`config.mk`:
```
export PLATFORM = sky130hd
export DESIGN_NAME = lsu
export DESIGN_NICKNAME = d
export VERILOG_FILES = /design/src/rtl/lsu.sv
export SDC_FILE = /design/constraint.sdc
export NUM_CORES = 1
export LEC_CHECK = 0
export ABC_AREA = 0
export CAP_MARGIN = 25
export CORE_AREA = 2 2 123 101
export CTS_BUF_LIST = sky130_fd_sc_hd__clkbuf_2
export CTS_CLUSTER_DIAMETER = 200
export DETAILED_ROUTE_END_ITERATION = 8
export DIE_AREA = 0 0 125 103
export PLACE_DENSITY = 0.87
export SLEW_MARGIN = 40
export SYNTH_ARGS = -nofsm -noshare
export SYNTH_HDL_FRONTEND = slang
export SYNTH_SLANG_ARGS = --single-unit
```
`constraint.sdc`:
```
create_clock -name clk -period 2.3 [get_ports clk]
set_clock_uncertainty 0.1 [all_clocks]
set_input_delay 0.46 -clock clk [delete_from_list [all_inputs] [get_ports clk]]
set_output_delay 0.46 -clock clk [all_outputs]
set_load 0.02 [all_outputs]
```
`src/rtl/lsu.sv`:
```
// lsu -- load/store unit between execute and a word-wide data memory.
//
// Accepts one request per valid/ready handshake. Loads and word stores
// complete in one cycle. Byte/halfword stores become a read-modify-write:
// the current word is read and merged in the accept cycle, then written
// back in the following (RMW) cycle. Every accepted request produces
// exactly one registered single-cycle response pulse.
//
// Ports:
//   clk, rst_n      clock, asynchronous active-low reset
//   req_*           core request (valid/ready, we, funct3, addr, wdata)
//   rsp_*           response pulse with extended load data and error flag
//   mem_*           data memory port (combinational read, write at next edge)
module lsu #(
    parameter int AW = 32
) (
    input  logic          clk,
    input  logic          rst_n,
    input  logic          req_valid_i,
    output logic          req_ready_o,
    input  logic          req_we_i,
    input  logic [2:0]    req_funct3_i,
    input  logic [AW-1:0] req_addr_i,
    input  logic [31:0]   req_wdata_i,
    output logic          rsp_valid_o,
    output logic [31:0]   rsp_rdata_o,
    output logic          rsp_err_o,
    output logic [31:0]   mem_addr_o,
    output logic [31:0]   mem_wdata_o,
    output logic          mem_write_o,
    output logic          mem_read_o,
    input  logic [31:0]   mem_rdata_i
);

    typedef enum logic [1:0] {
        IDLE = 2'd0,
        RESP = 2'd1,
        RMW  = 2'd2
    } state_t;

    state_t      state_reg, state_next;
    logic [31:0] addr_reg, addr_next;
    logic [31:0] merge_reg, merge_next;
    logic [31:0] rdata_reg, rdata_next;
    logic        err_reg, err_next;

    logic [31:0] req_addr;
    logic        accept;
    logic        illegal;
    logic        misaligned;
    logic        req_err;
    logic        sub_store;
    logic [7:0]  ld_byte;
    logic [15:0] ld_half;
    logic [31:0] ld_data;
    logic [31:0] merged;

    assign req_addr = 32'(req_addr_i);

    assign req_ready_o = (state_reg != RMW);
    assign accept      = req_valid_i && req_ready_o;
    assign rsp_valid_o = (state_reg == RESP);
    assign rsp_rdata_o = rdata_reg;
    assign rsp_err_o   = err_reg;

    // Unsigned sizes (100/101) are meaningless for stores and are rejected.
    assign illegal    = (req_funct3_i == 3'b011) || (req_funct3_i == 3'b110) ||
                        (req_funct3_i == 3'b111) || (req_we_i && req_funct3_i[2]);
    assign misaligned = ((req_funct3_i[1:0] == 2'b01) && req_addr[0]) ||
                        ((req_funct3_i == 3'b010) && (req_addr[1:0] != 2'b00));
    assign req_err    = illegal || misaligned;
    assign sub_store  = req_we_i && (req_funct3_i[1] == 1'b0);

    // Load lane extraction from the combinational read word.
    assign ld_byte = mem_rdata_i[{req_addr[1:0], 3'b000} +: 8];
    assign ld_half = req_addr[1] ? mem_rdata_i[31:16] : mem_rdata_i[15:0];

    always_comb begin
        ld_data = mem_rdata_i;
        case (req_funct3_i)
            3'b000:  ld_data = {{24{ld_byte[7]}}, ld_byte};
            3'b001:  ld_data = {{16{ld_half[15]}}, ld_half};
            3'b100:  ld_data = {24'd0, ld_byte};
            3'b101:  ld_data = {16'd0, ld_half};
            default: ld_data = mem_rdata_i;
        endcase
    end

    // Store merge: each byte lane either keeps the memory byte or takes the
    // matching store byte. funct3[0] distinguishes halfword from byte.
    genvar gi;
    generate
        for (gi = 0; gi < 4; gi++) begin : g_lane
            logic lane_hit;
            assign lane_hit = req_funct3_i[0] ? (req_addr[1] == gi[1])
                                              : (req_addr[1:0] == gi[1:0]);
            assign merged[8*gi +: 8] = !lane_hit ? mem_rdata_i[8*gi +: 8] :
                                       (req_funct3_i[0] ? req_wdata_i[8*(gi%2) +: 8]
                                                        : req_wdata_i[7:0]);
        end
    endgenerate

    always_comb begin
        state_next  = IDLE;
        addr_next   = addr_reg;
        merge_next  = merge_reg;
        rdata_next  = rdata_reg;
        err_next    = err_reg;
        mem_addr_o  = 32'd0;
        mem_wdata_o = 32'd0;
        mem_write_o = 1'b0;
        mem_read_o  = 1'b0;

        if (state_reg == RMW) begin
            // Write back the merged word from held registers only.
            mem_write_o = 1'b1;
            mem_addr_o  = addr_reg;
            mem_wdata_o = merge_reg;
            rdata_next  = 32'd0;
            err_next    = 1'b0;
            state_next  = RESP;
        end else if (accept) begin
            state_next = RESP;
            rdata_next = 32'd0;
            err_next   = req_err;
            if (!req_err) begin
                mem_addr_o = req_addr;
                if (!req_we_i) begin
                    mem_read_o = 1'b1;
                    rdata_next = ld_data;
                end else if (sub_store) begin
                    mem_read_o = 1'b1;
                    addr_next  = req_addr;
                    merge_next = merged;
                    state_next = RMW;
                end else begin
                    mem_write_o = 1'b1;
                    mem_wdata_o = req_wdata_i;
                end
            end
        end
    end

    always_ff @(posedge clk or negedge rst_n) begin
        if (!rst_n) begin
            state_reg <= IDLE;
            addr_reg  <= 32'd0;
            merge_reg <= 32'd0;
            rdata_reg <= 32'd0;
            err_reg   <= 1'b0;
        end else begin
            state_reg <= state_next;
            addr_reg  <= addr_next;
            merge_reg <= merge_next;
            rdata_reg <= rdata_next;
            err_reg   <= err_next;
        end
    end

endmodule
```
==> reports/qor.yml, run 1 <==
outcome: "finished with violations"
violations: "negative setup slack"
powerDensity_mw_per_mm2: 513
drv_slew: 0
stdcell_area_sq_mm: 0.00821
vias_per_cell: 5.92
cts_root_buffer: "clkbuf_2"
antenna_found_initial: 1
yosysWarnings: 0
fp.dieArea_sq_mm: 0.0129
tns_ns: -22.54
ctsHtreeMaxLevel: 3
synth.distinct_cells: 38
port_buffers: 203
setup_slack_ns: -0.499
ys_async_sr_fraction: 1.00
max-vdd-ir-drop_v: 0.000254
rsz0062_at_grt: "yes"
hold_ws_ns: 0.261
syn_nets: 583
min_period_over_period: 1.22
track_usage: 0.292
start_util: 0.446
place_area_sq_mm: 0.00781
postRouteAntennaNets: 0
grt_max_degree: 40
min_period_ns: 2.80
yosysSeqAreaShare: 0.470
cp-start-kind: "input pin"
syn_inst: 480
nets: 827
placed_cells: 847
cp-end-kind: "primary output"
drv_cap: 0
dieWidth_um: 125
synth-edff-count: 0
arrival_ns: 2.24
clk_latency_ns: 0.54
ys_seq_elements: 99
worstPathMaxFanout: 14
drc: 0
final-setup-viol-count: 66
synth_top_cell_by_area: "dfrtp_1"
synthesis.area_sq_mm: 0.00527
fp.dieH_um: 103
tightest_slew_ns: 0.744
path_class: "input pin to primary output"
synth_commonest_cells: "dfrtp_1, a22o_1, nand2_1"
hold_viol: 0
hp-class: "input pin to async pin"
pin_count: 204
synthTopCellsByArea: "dfrtp_1, a22o_1, mux2_2, mux2i_1, o21ai_0"
clkSinkCount: 99
totalWireLength_um: 19100
p_total_uw: 4210
drive_above_1_share: 0.309
synth_top_area_frac: 0.470
core_sq_mm: 0.0118
areaGrowthSynthToFinish_pct: 55.7
cts.clk_slew.worst_paths_ns: 0.28
maxSlewHeadroom: 0.504
fin_cells: 879
avgRoutedWirePerCell_um: 21.7
dp_hpwl_um: 13200
dr.pass1.iters: 7
p_leak_uw: 0.00377
synth.most_common_cell: "dfrtp_1"
avgSynthCellArea_sq_um: 11.0
cts_max_path_buffers: 2
numCtsBuffers: 9
rows: 36
grt_pass1_wl_um: 29100
required_ns: 1.74
overflow: 0
vias: 5206
gp_congestion: 0.948
synthFlopType: "dfrtp_1"
drt_iter0_markers: 386
cts_tree: "yes"
grt_pass1_vias: 5226
max_freq_mhz: 357
-- cells by family (layout without fill, tap and decap cells) --
| group | count (synthesis) | after routing | synth area share |
|---|---|---|---|
| AOI/OAI and AO/OA | 172 | 172 | 0.254 |
| buffers and inverters | 46 | 291 | 0.0470 |
| DFF | 99 | 99 | 0.470 |
| muxes | 66 | 66 | 0.136 |
| other | 0 | 1 | 0 |
| and+or+nand+nor | 97 | 98 | 0.0929 |
-- metrics by stage --
stage	utilization	worst slack (ns)
2_1_floorplan	-	0.0346
3_3_place_gp	0.662	-1.28
3_5_place_dp	0.662	-1.13
4_1_cts	0.688	-0.485
5_1_grt	0.695	-0.593
6_report	0.695	-0.499
-- path summary, 6_finish.rpt --
kind	start	to	slack (ns)	depth (start not counted)
setup / recovery	req_funct3_i[1]	mem_wdata_o[10]	-0.50	8
hold reg to reg	rsp_rdata_o[15]$_DFFE_PN0P_	rsp_rdata_o[15]$_DFFE_PN0P_	0.43	1
max in group asynchronous	rst_n	rsp_rdata_o[31]$_DFFE_PN0P_	1.22	3
min in group clk	req_addr_i[24]	addr_reg[24]$_DFFE_PN0P_	0.40	2
setup reg to reg	state_reg[1]$_DFF_PN0_	rsp_rdata_o[31]$_DFFE_PN0P_	0.36	7
hold / removal	rst_n	merge_reg[19]$_DFFE_PN0P_	0.26	2
-- metal layers --
| metal | global-route usage | up-vias | wire [um] |
|---|---|---|---|
| met3 | 0.0560 | 49 | 1410 |
| met5 | 0 | - | 0 |
| met2 | 0.480 | 287 | 9120 |
| met4 | 0.0940 | 0 | 618 |
| li1 | - | 2299 | - |
| met1 | 0.398 | 2571 | 7920 |
-- repair_timing --
action / 4_1_cts / 5_1_grt
setup buffers: 11 / 1
gates cloned: 5 / 1
pin swaps: 14 / 12
endpoints found under the setup margin: 68 / 68
resized for setup: 378 / 18
hold buffers: 1 / 0
endpoints found under the hold margin: 37 / 0
-- cell usage in the layout, fill, tap and decap left out, types with 2 or more instances in the layout --
cell             instances
clkdlybuf4s50_1        128
dfrtp_1                 99
buf_4                   68
a22o_1                  62
nand2_1                 60
o21ai_0                 48
buf_6                   44
mux2_2                  40
mux2i_1                 25
buf_12                  13
a221o_2                 10
a21o_1                   9
nand2b_1                 9
nor2_1                   9
clkbuf_2                 9
a32o_1                   8
o22ai_1                  8
a211oi_1                 8
buf_2                    8
a221o_1                  6
dlygate4sd2_1            6
buf_16                   4
inv_1                    3
nor3b_4                  3
a21oi_2                  2
nor2b_1                  2
and2_1                   2
a22o_4                   2
nor2_4                   2
nand3b_1                 2
clkinv_4                 2
-- worst max-delay path, cell delays in order --
cell,delay [ns]
clkdlybuf4s50_1,0.51
buf_4,0.24
and2_1,0.18
nor3b_4,0.23
buf_6,0.18
buf_16,0.14
a22o_1,0.16
buf_6,0.12
-- where the power goes --
group | total, uW | internal [uW] | switching [uW]
sequential | 2230 | 2030 | 194
clock | 825 | 237 | 589
combinational | 1160 | 616 | 543
-- area by class of cell --
cell class	instances	area, sq um
Antenna cell	1	2.50
Clock buffer	9	45.0
Clock inverter	4	55.1
Fill cell	822	3600
Inverter	4	15.0
Multi-Input combinational cell	336	2620
Sequential cell	99	2480
Tap cell	152	190
Timing Repair Buffer	274	2800
(Power assumes the default switching activity.)
==> run 2, diff against run 1 <==
Settings changed: SLEW_MARGIN 40 to 20.
==> run 2 against run 1 <==
  * Sequential share of layout area did not move
  * Hold slack got worse by 0.014 ns
  * Sequential power barely moved
  * Largest cell class unchanged
  * The flow still finishes with violations (negative setup slack)
  * Via count fell by 1.8%
  * First-iteration DRC count rose by 12%
  * Final area did not move
  * Cell count fell by 0.23%
  * Power rose by 0.62%
  * Fmax rose by 1.5%
  * Routed wire length fell by 3.4%
  * Global-route usage fell by 1.3 points
  * Combinational power barely moved
==> reports/qor.yml, run 2 (synthesis results as in run 1) <==
min_period_over_period: 1.20  # -0.0180
drv_slew: 0  # unchanged
final_common_cell: "clkdlybuf4s50_1"
antenna_found_initial: 0  # -1
path_class: "input pin to primary output"
crit_slowest_cell: "clkdlybuf4s50_1"
fp.dieArea_sq_mm: 0.0129  # unchanged
critPathMostFrequentCell: "buf_6"
pin_count: 204  # unchanged
min_period_ns: 2.76  # -0.0414 ns
clkSinkCount: 99  # unchanged
cts_root_buffer: "clkbuf_2"
setup_slack_ns: -0.458  # +0.0414 ns
port_buffers: 203  # unchanged
post-place-ws_ns: -1.52  # -0.398 ns
drv_cap: 0  # unchanged
path_cells: "clkdlybuf4s50_1 -> buf_6 -> and2_1 -> nor3b_4 -> buf_6 -> buf_16 -> a22o_1 -> buf_6"
drc: 0  # unchanged
worstPathMaxFanout: 14  # unchanged
final-setup-viol-count: 66  # unchanged
cts.clk_slew.worst_paths_ns: 0.28  # about the same
ctsHtreeMaxLevel: 3  # unchanged
dieWidth_um: 125  # unchanged
dr.pass1.iters: 5  # -2
overflow: 0  # unchanged
track_usage: 0.280  # -0.0127
arrival_ns: 2.20  # -0.04 ns
areaGrowthSynthToFinish_pct: 55.7  # unchanged
maxSlewHeadroom: 0.519  # +0.0150
max_freq_mhz: 363  # +1.5%
fp.dieH_um: 103  # unchanged
rr_worst_depth: 7  # unchanged
grt_pass1_wl_um: 28000  # -4.1%
cp-end-kind: "primary output"
avgRoutedWirePerCell_um: 21.0  # -3.2%
setup.worst_path.end: "mem_wdata_o[30]"
rsz0062_at_grt: "yes"
drt_iter0_markers: 432  # +12%
core_sq_mm: 0.0118  # unchanged
p_leak_uw: 0.00374  # -1.0%
r2r-end: "rsp_rdata_o[28]$_DFFE_PN0P_"
post-route-util: 0.695  # unchanged
placed_cells: 847  # unchanged
max_stage_delay_ns: 0.53  # +0.02 ns
r2r_slack_ns: 0.39  # +0.03 ns
gp_congestion: 0.948  # unchanged
grt_max_degree: 69  # +73%
clk_latency_ns: 0.55  # about the same
violations: "negative setup slack"
dp_hpwl_um: 13200  # -0.18%
grt_pass1_vias: 5072  # -2.9%
cts_tree: "yes"
postRouteAntennaNets: 0  # unchanged
hp-class: "input pin to async pin"
setup.worst_path.start: "req_funct3_i[1]"
hold_viol: 0  # unchanged
rows: 36  # unchanged
numCtsBuffers: 9  # unchanged
hold_ws_ns: 0.247  # -0.0139 ns
powerDensity_mw_per_mm2: 516  # +0.62%
nets: 823  # -0.48%
drive_above_1_share: 0.308  # -0.000954
cp-start-kind: "input pin"
fin_cells: 877  # -0.23%
vias_per_cell: 5.83  # -1.6%
totalWireLength_um: 18400  # -3.4%
layout_common_cells: "clkdlybuf4s50_1, dfrtp_1, a22o_1, buf_4, nand2_1"
rr_startpoint: "state_reg[1]$_DFF_PN0_"
max-vdd-ir-drop_v: 0.000269  # +5.8%
cts_max_path_buffers: 2  # unchanged
required_ns: 1.74  # about the same
tightest_slew_ns: 0.722  # -0.0225 ns
start_util: 0.446  # unchanged
outcome: "finished with violations"
antenna_cells: 0  # -1
vias: 5110  # -1.8%
-- run 2: cell count changes in the layout (fill, tap and decap cells not counted), moves of 2 or more --
| cell | previous run | this run |
|---|---|---|
| buf_2 | 8 | 1 |
| clkinv_4 | 2 | 0 |
| clkinvlp_4 | 1 | 3 |
| buf_4 | 68 | 62 |
| buf_6 | 44 | 55 |
| clkbuf_2 | 9 | 11 |
-- run 2: cell type report --
cell class	count	area (sq um)
fillers	857	3600
repair buffers	270	2790
multi-input cells	336	2620
flip-flops and latches	99	2480
well taps	152	190
clock inverters	5	61.3
clock buffers	11	55.1
inverters	4	15.0
-- run 2: repair_timing --
item,4_1_cts,5_1_grt
cloned,4,0
pin swaps,11,14
endpoints found under the setup margin,68,66
buffers inserted,8,3
hold buffers,1,0
endpoints found under the hold margin,37,0
gates resized for setup,356,55
-- run 2: power by group --
part	switching [uW]	internal, uW	leakage (uW)
clock network	600	261	0.0000648
registers	188	2030	0.00126
logic	533	622	0.00241
total	1320	2920	0.00374
-- run 2: metrics by stage --
step           power, uW  area (sq um)  setup TNS [ns]
4_1_cts             4210          8020          -23.47
3_3_place_gp        3300          7810          -86.39
5_1_grt             4450          8210          -27.52
3_5_place_dp        3360          7810          -98.93
2_1_floorplan       2730          5270               0
6_report            4240          8210          -21.40
-- run 2: worst min path at each step --
stage | to | slack, ns | depth (start not counted)
after floorplan | addr_reg[0]$_DFFE_PN0P_ | 0.06 | 0
after global placement | addr_reg[26]$_DFFE_PN0P_ | 0.37 | 1
after detailed placement | merge_reg[10]$_DFFE_PN0P_ | 0.37 | 1
after CTS | merge_reg[19]$_DFFE_PN0P_ | 0.23 | 2
after global routing | addr_reg[24]$_DFFE_PN0P_ | 0.26 | 2
final | addr_reg[24]$_DFFE_PN0P_ | 0.25 | 2
-- run 2: worst max-delay path, delay by kind of cell --
kind	cells	cell delay, ns
buffers and inverters	5	1.17
AND/OR/NAND/NOR	2	0.41
AO/OA/AOI/OAI	1	0.15
-- run 2: layer usage --
layer | GRT usage | vias to the layer above | wire, um
met5 | 0 | - | 0
met4 | 0.0940 | 0 | 558
met3 | 0.0477 | 43 | 1110
met2 | 0.459 | 230 | 8940
met1 | 0.383 | 2541 | 7810
li1 | - | 2296 | -
==> run 3, diff against run 2 <==
Settings changed: ABC_AREA 0 to default, CORE_AREA 2 2 123 101 to 10 10 131 109, DIE_AREA 0 0 125 103 to 0 0 141 119.
==> run 3 against run 2 <==
  * The run still ends with negative setup slack left
  * Final area grew 1.2%
  * Cell count grew 0.11%
  * Via count grew 2.0%
==> reports/qor.yml, run 3 (synthesis results as in run 1) <==
nets: 824  # +0.12%
dieWidth_um: 141  # +13%
clk_latency_ns: 0.59  # +0.04 ns
drv_cap: 0  # unchanged
cts_max_path_buffers: 2  # unchanged
grt_max_degree: 69  # unchanged
rsz0062_at_grt: "yes"
min_period_over_period: 1.23  # +0.0303
setup_slack_ns: -0.528  # -0.0698 ns
overflow: 0  # unchanged
drc: 0  # unchanged
gp_congestion: 0.906  # -4.4%
required_ns: 1.74  # about the same
clkSinkCount: 99  # unchanged
start_util: 0.446  # unchanged
drt_iter0_markers: 485  # +12%
fp.dieArea_sq_mm: 0.0168  # +30%
grt_pass1_vias: 5403  # +6.5%
setup.worst_path.start: "req_funct3_i[1]"
numCtsBuffers: 9  # unchanged
violations: "negative setup slack"
postRouteAntennaNets: 0  # unchanged
rr_startpoint: "state_reg[1]$_DFF_PN0_"
rr_worst_depth: 6  # -1
vias_per_cell: 5.94  # +1.9%
pin_count: 204  # unchanged
fp.dieH_um: 119  # +16%
totalWireLength_um: 20900  # +13%
ctsHtreeMaxLevel: 3  # unchanged
r2r-end: "rsp_rdata_o[19]$_DFFE_PN0P_"
p_total_uw: 4220  # -0.34%
port_buffers: 203  # unchanged
hp-class: "input pin to async pin"
post-place-ws_ns: -1.57  # -0.0503 ns
hold_viol: 0  # unchanged
cts_tree: "yes"
final_common_cell: "clkdlybuf4s50_1"
rows: 36  # unchanged
dp_hpwl_um: 14900  # +13%
tightest_slew_ns: 0.803  # +0.0813 ns
setup.worst_path.end: "mem_wdata_o[25]"
avgRoutedWirePerCell_um: 23.8  # +13%
core_sq_mm: 0.0118  # unchanged
antenna_cells: 0  # unchanged
r2r_slack_ns: 0.41  # +0.02 ns
max-vdd-ir-drop_v: 0.000263  # -2.2%
n_fill_cell: 832  # -2.9%
dr.pass1.iters: 6  # +1
max_freq_mhz: 354  # -2.5%
antenna_found_initial: 0  # unchanged
drive_above_1_share: 0.309  # +0.000954
track_usage: 0.228  # -0.0520
cts.clk_slew.worst_paths_ns: 0.28  # about the same
drv_slew: 0  # unchanged
maxSlewHeadroom: 0.465  # -0.0542
powerDensity_mw_per_mm2: 509  # -1.5%
arrival_ns: 2.27  # +0.07 ns
worstPathMaxFanout: 14  # unchanged
layout_common_cells: "clkdlybuf4s50_1, dfrtp_1, buf_6"
min_period_ns: 2.83  # +0.0698 ns
final-setup-viol-count: 66  # unchanged
p_leak_uw: 0.00386  # +3.3%
cp-end-kind: "primary output"
cts_root_buffer: "clkbuf_2"
path_class: "input pin to primary output"
areaGrowthSynthToFinish_pct: 57.6
vias: 5213  # +2.0%
grt_pass1_wl_um: 30600  # +9.5%
post-route-util: 0.704  # +0.00848
cp-start-kind: "input pin"
outcome: "finished with violations"
run 3: cell count changes in the layout (fill, tap and decap cells not counted), sizes merged:
cell,delta
dlymetal6s2s,+5
buf,-4
clkdlybuf4s50,-4
clkinv,+4
clkinvlp,-3
clkbuf,+2
clkdlybuf4s15,+2
dlygate4sd2,-2
inv,+2
bufinv,-1
run 3: repair_timing:
| item | 4_1_cts | 5_1_grt |
|---|---|---|
| buffers inserted | 7 | 5 |
| hold endpoints to repair | 50 | 0 |
| setup endpoints to repair | 68 | 72 |
| gates resized for setup | 337 | 89 |
| cloned | 2 | 4 |
| pin swaps | 7 | 11 |
| hold buffers | 1 | 0 |
run 3: critical path, cell delays in order:
cell and delay, ns:
clkdlybuf4s50_1 0.51, buf_4 0.25, and2_1 0.18, nor3b_4 0.23, buf_6 0.16, buf_8 0.13, a22o_1 0.19, buf_6 0.14
run 3: worst min path at each step:
stage | start | slack [ns] | to
2_1_floorplan | rst_n | 0.06 | addr_reg[0]$_DFFE_PN0P_
3_3_place_gp | rst_n | 0.31 | addr_reg[27]$_DFFE_PN0P_
3_5_place_dp | rst_n | 0.32 | addr_reg[26]$_DFFE_PN0P_
4_1_cts | rst_n | 0.17 | merge_reg[6]$_DFFE_PN0P_
5_1_grt | rst_n | 0.17 | rsp_rdata_o[4]$_DFFE_PN0P_
6_report | rst_n | 0.21 | merge_reg[15]$_DFFE_PN0P_
run 3: cell type report:
cell class / count / area [sq um] / share of cell area
clock buffer: 9 / 45.0 / 0.00542
clock inverter: 7 / 60.1 / 0.00723
multi-input combinational: 336 / 2620 / 0.316
inverter: 4 / 15.0 / 0.00181
timing repair buffer: 271 / 2900 / 0.349
tap: 152 / 190 / 0.0229
sequential: 99 / 2480 / 0.298
run 3: power breakdown:
group	switching, uW	leakage, uW	internal (uW)
logic	552	0.00252	637
clock network	646	0.0000688	165
registers	190	0.00126	2030
run 3: metal layers:
metal / routed length, um / vias up / global-route usage / part of all wire
met5: 0 / - / 0 / 0
met4: 755 / 0 / 0.0979 / 0.036
met3: 1630 / 67 / 0.0659 / 0.078
met2: 9990 / 268 / 0.371 / 0.48
met1: 8510 / 2578 / 0.276 / 0.41
li1: - / 2300 / - / -
run 3: stage by stage:
step	cell area, sq um	hold WS [ns]	setup TNS [ns]	std cells
5_1_grt	8310	0.175	-33.33	878
6_report	8310	0.206	-27.53	878
3_3_place_gp	7820	0.315	-87.67	845
2_1_floorplan	5270	0.0644	0	480
4_1_cts	7910	0.168	-25.87	871
3_5_place_dp	7820	0.321	-102.97	845
